### src/rtl/runner_timer.sv
// Loadable up or down counter that saturates at TERM_VAL and flags it.
module runner_timer #(
    parameter int               WIDTH    = 4,
    parameter bit               COUNT_UP = 1'b0,
    parameter logic [WIDTH-1:0] TERM_VAL = '0
) (
    input  logic             clock,
    input  logic             reset_n,
    input  logic             load_i,
    input  logic [WIDTH-1:0] load_val_i,
    input  logic             en_i,
    output logic             term_o
);

    logic [WIDTH-1:0] count_q;
    logic [WIDTH-1:0] count_d;

    assign term_o = (count_q == TERM_VAL);

    always_comb begin
        count_d = count_q;
        if (load_i) begin
            count_d = load_val_i;
        end else if (en_i && !term_o) begin
            count_d = COUNT_UP ? count_q + WIDTH'(1) : count_q - WIDTH'(1);
        end
    end

    // NOTE: clocked state uses non-blocking assignments so every register samples pre-edge values.
    always_ff @(posedge clock or negedge reset_n) begin
        if (!reset_n) begin
            count_q <= '0;
        end else begin
            count_q <= count_d;
        end
    end

endmodule : runner_timer

### config.mk
export PLATFORM = sky130hd
export DESIGN_NAME = runner_timer
export DESIGN_NICKNAME = d
export VERILOG_FILES = /design/src/rtl/runner_timer.sv
export SDC_FILE = /design/constraint.sdc
export NUM_CORES = 1
export LEC_CHECK = 0
export BUFFER_PORTS_ARGS = -buffer_cell sky130_fd_sc_hd__buf_2
export CAP_MARGIN = 40
export CORE_AREA = 2 2 39 41
export DETAILED_ROUTE_END_ITERATION = 10
export DIE_AREA = 0 0 41 43
export GPL_ROUTABILITY_DRIVEN = 1
export PLACE_DENSITY = 0.43
export RECOVER_POWER = 25
export SYNTH_ARGS = -nofsm -noshare
export SYNTH_HDL_FRONTEND = slang
export SYNTH_SLANG_ARGS = --single-unit
### constraint.sdc
create_clock -name clock -period 1.5 [get_ports clock]
set_clock_uncertainty 0.1 [all_clocks]
set_input_delay 0.3 -clock clock [delete_from_list [all_inputs] [get_ports clock]]
set_output_delay 0.3 -clock clock [all_outputs]
set_load 0.02 [all_outputs]
; ---- Word level (Yosys, flattened, before mapping)
; Cells that the tools add are included.
; Widths: inputs -> output; s select.
[totals]
ff_bits = 4
latchBits = 0
mem_bits_rw = 0
rom_bits = 0
in_bits = 8
out_inout_bits = 1
wordCells = 8
n_memories = 0
[classes]
n_addsub = 1
mul = 0
n_div = 0
order_cmp = 0
n_eq_ne = 0
shifts = 0
muxes = 2
bitwise = 0
reduce_logical = 4
[op_table]
columns = operator, n
row1 = $mux 4, 2
row2 = $logic_not 4->1, 1
row3 = $sub 4x1->4 const B, 1
row4 = $reduce_bool 2->1, 1
row5 = $logic_and 1x1->1, 1
row6 = $logic_not 1->1, 1

; ---- Longest topological paths before layout
; Gate-level depths: netlist (run 1).
[logic_depth]
word_depth = 5
depth_mapped = 5
mapped_depth_nobuf = 5

; ---- Worst setup path before layout (run 1)
; No wires, ideal clock.
[synth_path]
kind = reg-to-reg
startpoint = register count_q[0]
endpoint = register count_q[0]
t_arrival_ns = 1.376
required_time_ns = 1.276
path_slack_ns = -0.100
path_stages_with_launch = 6
path_buffers = 0
synth_period_minus_slack_ns = 1.600
path_cell_list = dfrtp_1 -> inv_1 -> ha_1 -> nor3b_2 -> nor3_1 -> o31a_1
[synth_via]
elab_chain_len = 4
[synth_lines]
columns = element, line_no
row1 = from (decl), 15  ; logic [WIDTH-1:0] count_q;
row2 = from (signal assigned), 34  ; count_q <= count_d;
row3 = $logic_not 4->1, 18  ; assign term_o = (count_q == TERM_VAL);
row4 = via term_o, 12  ; output logic term_o
row5 = $logic_not 1->1, 24  ; end else if (en_i && !term_o) begin
row6 = $logic_and 1x1->1, 24
row7 = $reduce_bool 2->1 (no line), n/a
; The timed path passes the listed nets, and every way through them passes these cells. The select of a mux whose other input is x is not followed.
; A chain may end at the register's enable or synchronous reset.

; ---- Final worst setup path (run 1)
[layout_path]
startpoint = register count_q[0]
endpoint = output term_o
[layout_via]
elab_chain_len = 1
[layout_lines]
columns = element, line_no
row1 = $logic_not 4->1, 18
row2 = to (decl), 12
; Every way passes these cells.

==> results.tsv, run 1 <==
metric	value	unit
Inserted Clock Buffers	3	
Initial Utilization	0.195	
Max Slew Vio Count	0	
R2R depth	6	
Fill cells	153	
Post-Syn Instances	27	
ANT cells	0	
crit-path max FO	2	
Leak Pwr	0.190	nW
Hold Path End	count_q[2]	
commonest non-fill, non-tap cell in the layout	buf_2	
Yosys reg bits	4	
synth-to-layout area growth	50.5	%
Crit Reg-Reg Endpoint	count_q[1]	
Placed Area	350	sq um
number of nets still failing antenna checks after routing	0	
max reg flops	4	
post-synthesis sequential area ratio	0.370	
# setup viols final	2	
power per cell area	931	nW/um^2
core area	1380	sq um
fin worst setup slack	-83.6	ps
worst vdd ir	292	uV
gr usage total	0.0997	
wire length per cell	10.1	microns
Residual DRC	0	
Worst-Skew Late Latency	230	ps
Netlist cell types	18	
clock root cell	clkbuf_4	
HP Class	in -> reg	
layout cells sized above 1	0.465	
die area	1760	sq um
most frequent cells in the layout	buf_2 (6), buf_4 (5), dfrtp_1 (4)	
Mapped Nets	36	
Multi-input gate area	160	sq um
die height	43	microns
vias in the first global route	249	
global-route wire length before repair	1080	microns
synthesized area	270	sq um
Worst Tran Pin Value	258	ps
Max clock buf depth	2	
Finished Cell Area	407	sq um
r2r setup slk	-20	ps
RSZ-0062 raised after global routing	true	
I/O pin total	9	
Max-slew headroom	0.828	
Final min period	1580	ps
total global routing overflow	0	
critical path arrival	1180	ps
drt total wl	593	microns
outcome	finished with violations	
maximum clock frequency	631	MHz
R2R Path Start	count_q[0]	
Biggest register	count_q	
1st-iter DRT viols	3	
synth warn	0	
clk slew on worst S/H paths	40	ps
hold path startpoint	load_val_i[2]	
CP required	1100	ps
crit share post-route	1.06	
largest net degree at the start of global routing	11	
CTS H-tree depth	1	
Worst Hold Path Cells	3	
max_cap viols	0	
CP endpoint kind	output port	
die width	41	microns
number of port buffers	8	
Via density	4.24	
Reg area	100	sq um
failing checks	negative setup slack	
initial antenna violation count	0	
startpoint types	flop	
crit path kind	reg -> out	
gpl congestion	0.698	
largest registers	count_q x4	
Pre-antenna DRT Iters	3	
row count	14	
Via Count	250	
mean post-synth cell area	10.0	sq um
Final Net Count	54	
clock sinks	4	
Final TNS setup	-107	ps
hpwl dp	433	microns
CTS tree	built	
pre-CTS setup slack	51.3	ps
final hold violations	0	
## worst max-delay path: stages (launching register included)
cell and delay, ps:
dfrtp_1 360, inv_1 60, ha_2 180, nor3b_4 210, buf_6 140
## final cells by class
| class | count | area share |
|---|---|---|
| Clock buffer | 3 | 0.0554 |
| Inverter | 3 | 0.0277 |
| Timing Repair Buffer | 14 | 0.228 |
| Tap cell | 16 | 0.0492 |
| Sequential cell | 4 | 0.246 |
| Multi-Input combinational cell | 19 | 0.394 |
## per-layer routing
metal / routed length [microns] / GRT usage / vias up
li1: - / - / 133
met1: 248 / 0.114 / 112
met5: 0 / 0 / -
met2: 320 / 0.134 / 5
met4: 0 / 0.100 / 0
met3: 24 / 0.0314 / 0
## Yosys cell counts, drive strengths merged
library cell / number / area (sq um)
or4: 1 / 7.51
o21ai: 2 / 10.0
nor3b: 2 / 20.0
ha: 1 / 12.5
a21oi: 1 / 5.00
o21a: 1 / 7.51
nor4b: 1 / 15.0
dfrtp: 4 / 100
a221o: 1 / 10.0
o31a: 1 / 8.76
inv: 3 / 11.3
or2b: 1 / 7.51
nor3: 2 / 10.0
o211ai: 1 / 12.5
buf: 1 / 11.3
and4b: 1 / 10.0
nand2: 3 / 11.3
## cell families after synthesis
| logic type | after synthesis | synth area share |
|---|---|---|
| AOI/OAI and AO/OA | 7 | 0.199 |
| and+or+nand+nor | 11 | 0.301 |
| DFF | 4 | 0.370 |
| buffers and inverters | 4 | 0.0833 |
| adders and majority gates | 1 | 0.0463 |
## stage by stage
stage,hold WS (ps),instances,util,power (mW)
floorplan,-95.6,27,-,0.194
global placement,10.4,53,0.253,0.229
detailed placement,18.0,53,0.253,0.231
CTS,162,58,0.289,0.385
global route,161,59,0.294,0.413
finish,172,59,0.294,0.378
## worst max-delay path by stage
stage	from	to	slack [ps]	cells after the start
after floorplan	count_q[0]	count_q[0]	-0.7	5
after global placement	count_q[0]	count_q[1]	60	4
after detailed placement	count_q[1]	count_q[1]	50	4
after CTS	count_q[1]	term_o	-90	4
after global routing	count_q[1]	term_o	-160	4
final	count_q[0]	term_o	-80	4
## power breakdown
part,internal (mW),total [mW],switching (mW)
combinational,0.0659,0.112,0.0457
sequential,0.122,0.134,0.0125
clock,0.0895,0.133,0.0432
## timing repair
item	4_1_cts	5_1_grt
setup buffers	1	1
pin swaps	0	1
endpoints found under the hold margin	4	0
hold buffers	1	0
resized for setup	3	0
endpoints found under the setup margin	1	3
Power figures use the tool's default switching activity.
==> inputs of run 2 (changes only) <==
--- a/config.mk
+++ b/config.mk
@@ -12,6 +12,7 @@
 export DIE_AREA = 0 0 41 43
 export GPL_ROUTABILITY_DRIVEN = 1
-export PLACE_DENSITY = 0.43
+export PLACE_DENSITY = 0.42
 export RECOVER_POWER = 25
+export SKIP_CTS_REPAIR_TIMING = 1
 export SYNTH_ARGS = -nofsm -noshare
 export SYNTH_HDL_FRONTEND = slang
==> constraint.sdc (replaced) <==
create_clock -name clock -period 1.99 [get_ports clock]
set_clock_uncertainty 0.1 [all_clocks]
set_input_delay 0.0995 -clock clock [delete_from_list [all_inputs] [get_ports clock]]
set_output_delay 0.0995 -clock clock [all_outputs]
set_load 0.02 [all_outputs]
==> results.tsv, run 2 (synthesized netlist as in run 1, its figures left out) <==
metric	value	unit
CTS H-tree depth	1	
clock root cell	clkbuf_4	
core area	1380	sq um
Pre-antenna DRT Iters	2	
R2R Path Start	count_q[0]	
number of port buffers	8	
crit-path max FO	5	
1st-iter DRT viols	4	
HP Class	in -> reg	
I/O pin total	9	
Max-slew headroom	0.808	
vias in the first global route	226	
Via Count	259	
DR WL met2	266	microns
clk slew on worst S/H paths	40	ps
global-route wire length before repair	931	microns
Top Metal Used	met4	
Met3 Wirelength	51	microns
Via density	4.54	
clock sinks	4	
max reg flops	4	
die height	43	microns
Final Net Count	52	
row count	14	
CP endpoint kind	output port	
max_cap viols	0	
RSZ-0062 raised after global routing	false	
gr usage total	0.0926	
final core utilization	0.275	
hpwl dp	469	microns
crit-path cells	inv_1 -> ha_1 -> nor3b_2 -> buf_2	
CP Launch Point	count_q[0]	
fin worst setup slack	349	ps
CP required	1790	ps
post-route insts no fill	57	
die area	1760	sq um
# setup viols final	0	
crit share post-route	0.825	
Biggest register	count_q	
Gate power share	0.217	
most frequent cells in the layout	buf_2 (7), dfrtp_1 (4), dlygate4sd3_1 (4)	
synth-to-layout area growth	40.7	%
delay-heaviest family, CP	flip-flops	
die width	41	microns
pre-CTS setup slack	436	ps
hold path startpoint	load_val_i[0]	
Int Pwr	0.192	mW
wire length per cell	10.4	microns
commonest non-fill, non-tap cell in the layout	buf_2	
layout cells sized above 1	0.317	
Residual DRC	0	
power per cell area	717	nW/um^2
Final min period	1640	ps
clock network fraction of total power	0.407	
met1 wire length	243	microns
drt total wl	592	microns
initial antenna violation count	0	
switching portion of total power	0.296	
Hold WS	45.3	ps
Buf/Inv on CP	2	
Initial Utilization	0.195	
slowest CP cell	dfrtp_1	
largest registers	count_q x4	
net switching power	0.0809	mW
crit path kind	reg -> out	
CTS tree	built	
maximum clock frequency	609	MHz
Worst-Skew Late Latency	250	ps
critical path arrival	1440	ps
sequential share of power	0.377	
number of nets still failing antenna checks after routing	0	
worst vdd ir	171	uV
Leak Pwr	0.175	nW
startpoint types	flop	
Max Slew Vio Count	0	
gpl congestion	0.716	
max incr delay on CP	400	ps
outcome	completed	
Inserted Clock Buffers	3	
largest net degree at the start of global routing	11	
final hold violations	0	
total global routing overflow	0	
Max clock buf depth	2	
dpl cells	50	
Worst Tran Pin Value	286	ps
ANT cells	0	
Final TNS setup	0	ps
run 2: metal layers:
metal / track usage / up-vias
li1: - / 128
met1: 0.0877 / 120
met2: 0.116 / 8
met3: 0.0681 / 3
met4: 0.100 / 0
met5: 0 / -
run 2: worst paths after layout:
check	slack (ps)	to	depth (start not counted)
min in group asynchronous	130	count_q[0]	2
setup / recovery	350	term_o	4
max in group asynchronous	1450	count_q[2]	2
hold / removal	50	count_q[0]	3
hold reg to reg	530	count_q[1]	2
setup reg to reg	440	count_q[1]	5
run 2: tightest hold or removal path, cell delays in order:
cell and delay [ps]:
buf_2 70, or2b_1 80, o31a_1 110
run 2: final cells by class:
class	count	area, sq um
repair buffers	12	78.8
clock buffers	3	22.5
flip-flops and latches	4	100
multi-input cells	19	148
inverters	3	11.3
fillers	151	1000
well taps	16	20.0
run 2: per-stage QoR:
| step | instance area [sq um] | power, mW |
|---|---|---|
| 6_report | 380 | 0.273 |
| 3_3_place_gp | 319 | 0.156 |
| 3_5_place_dp | 319 | 0.159 |
| 2_1_floorplan | 270 | 0.142 |
| 5_1_grt | 380 | 0.290 |
| 4_1_cts | 342 | 0.273 |
run 2: power groups by stage:
stage | registers, mW | clock network [mW] | logic [mW]
detailed placement | 0.104 | 0 | 0.0550
global route | 0.104 | 0.119 | 0.0674
global placement | 0.103 | 0 | 0.0524
CTS | 0.103 | 0.116 | 0.0548
floorplan | 0.102 | 0 | 0.0401
finish | 0.103 | 0.111 | 0.0592
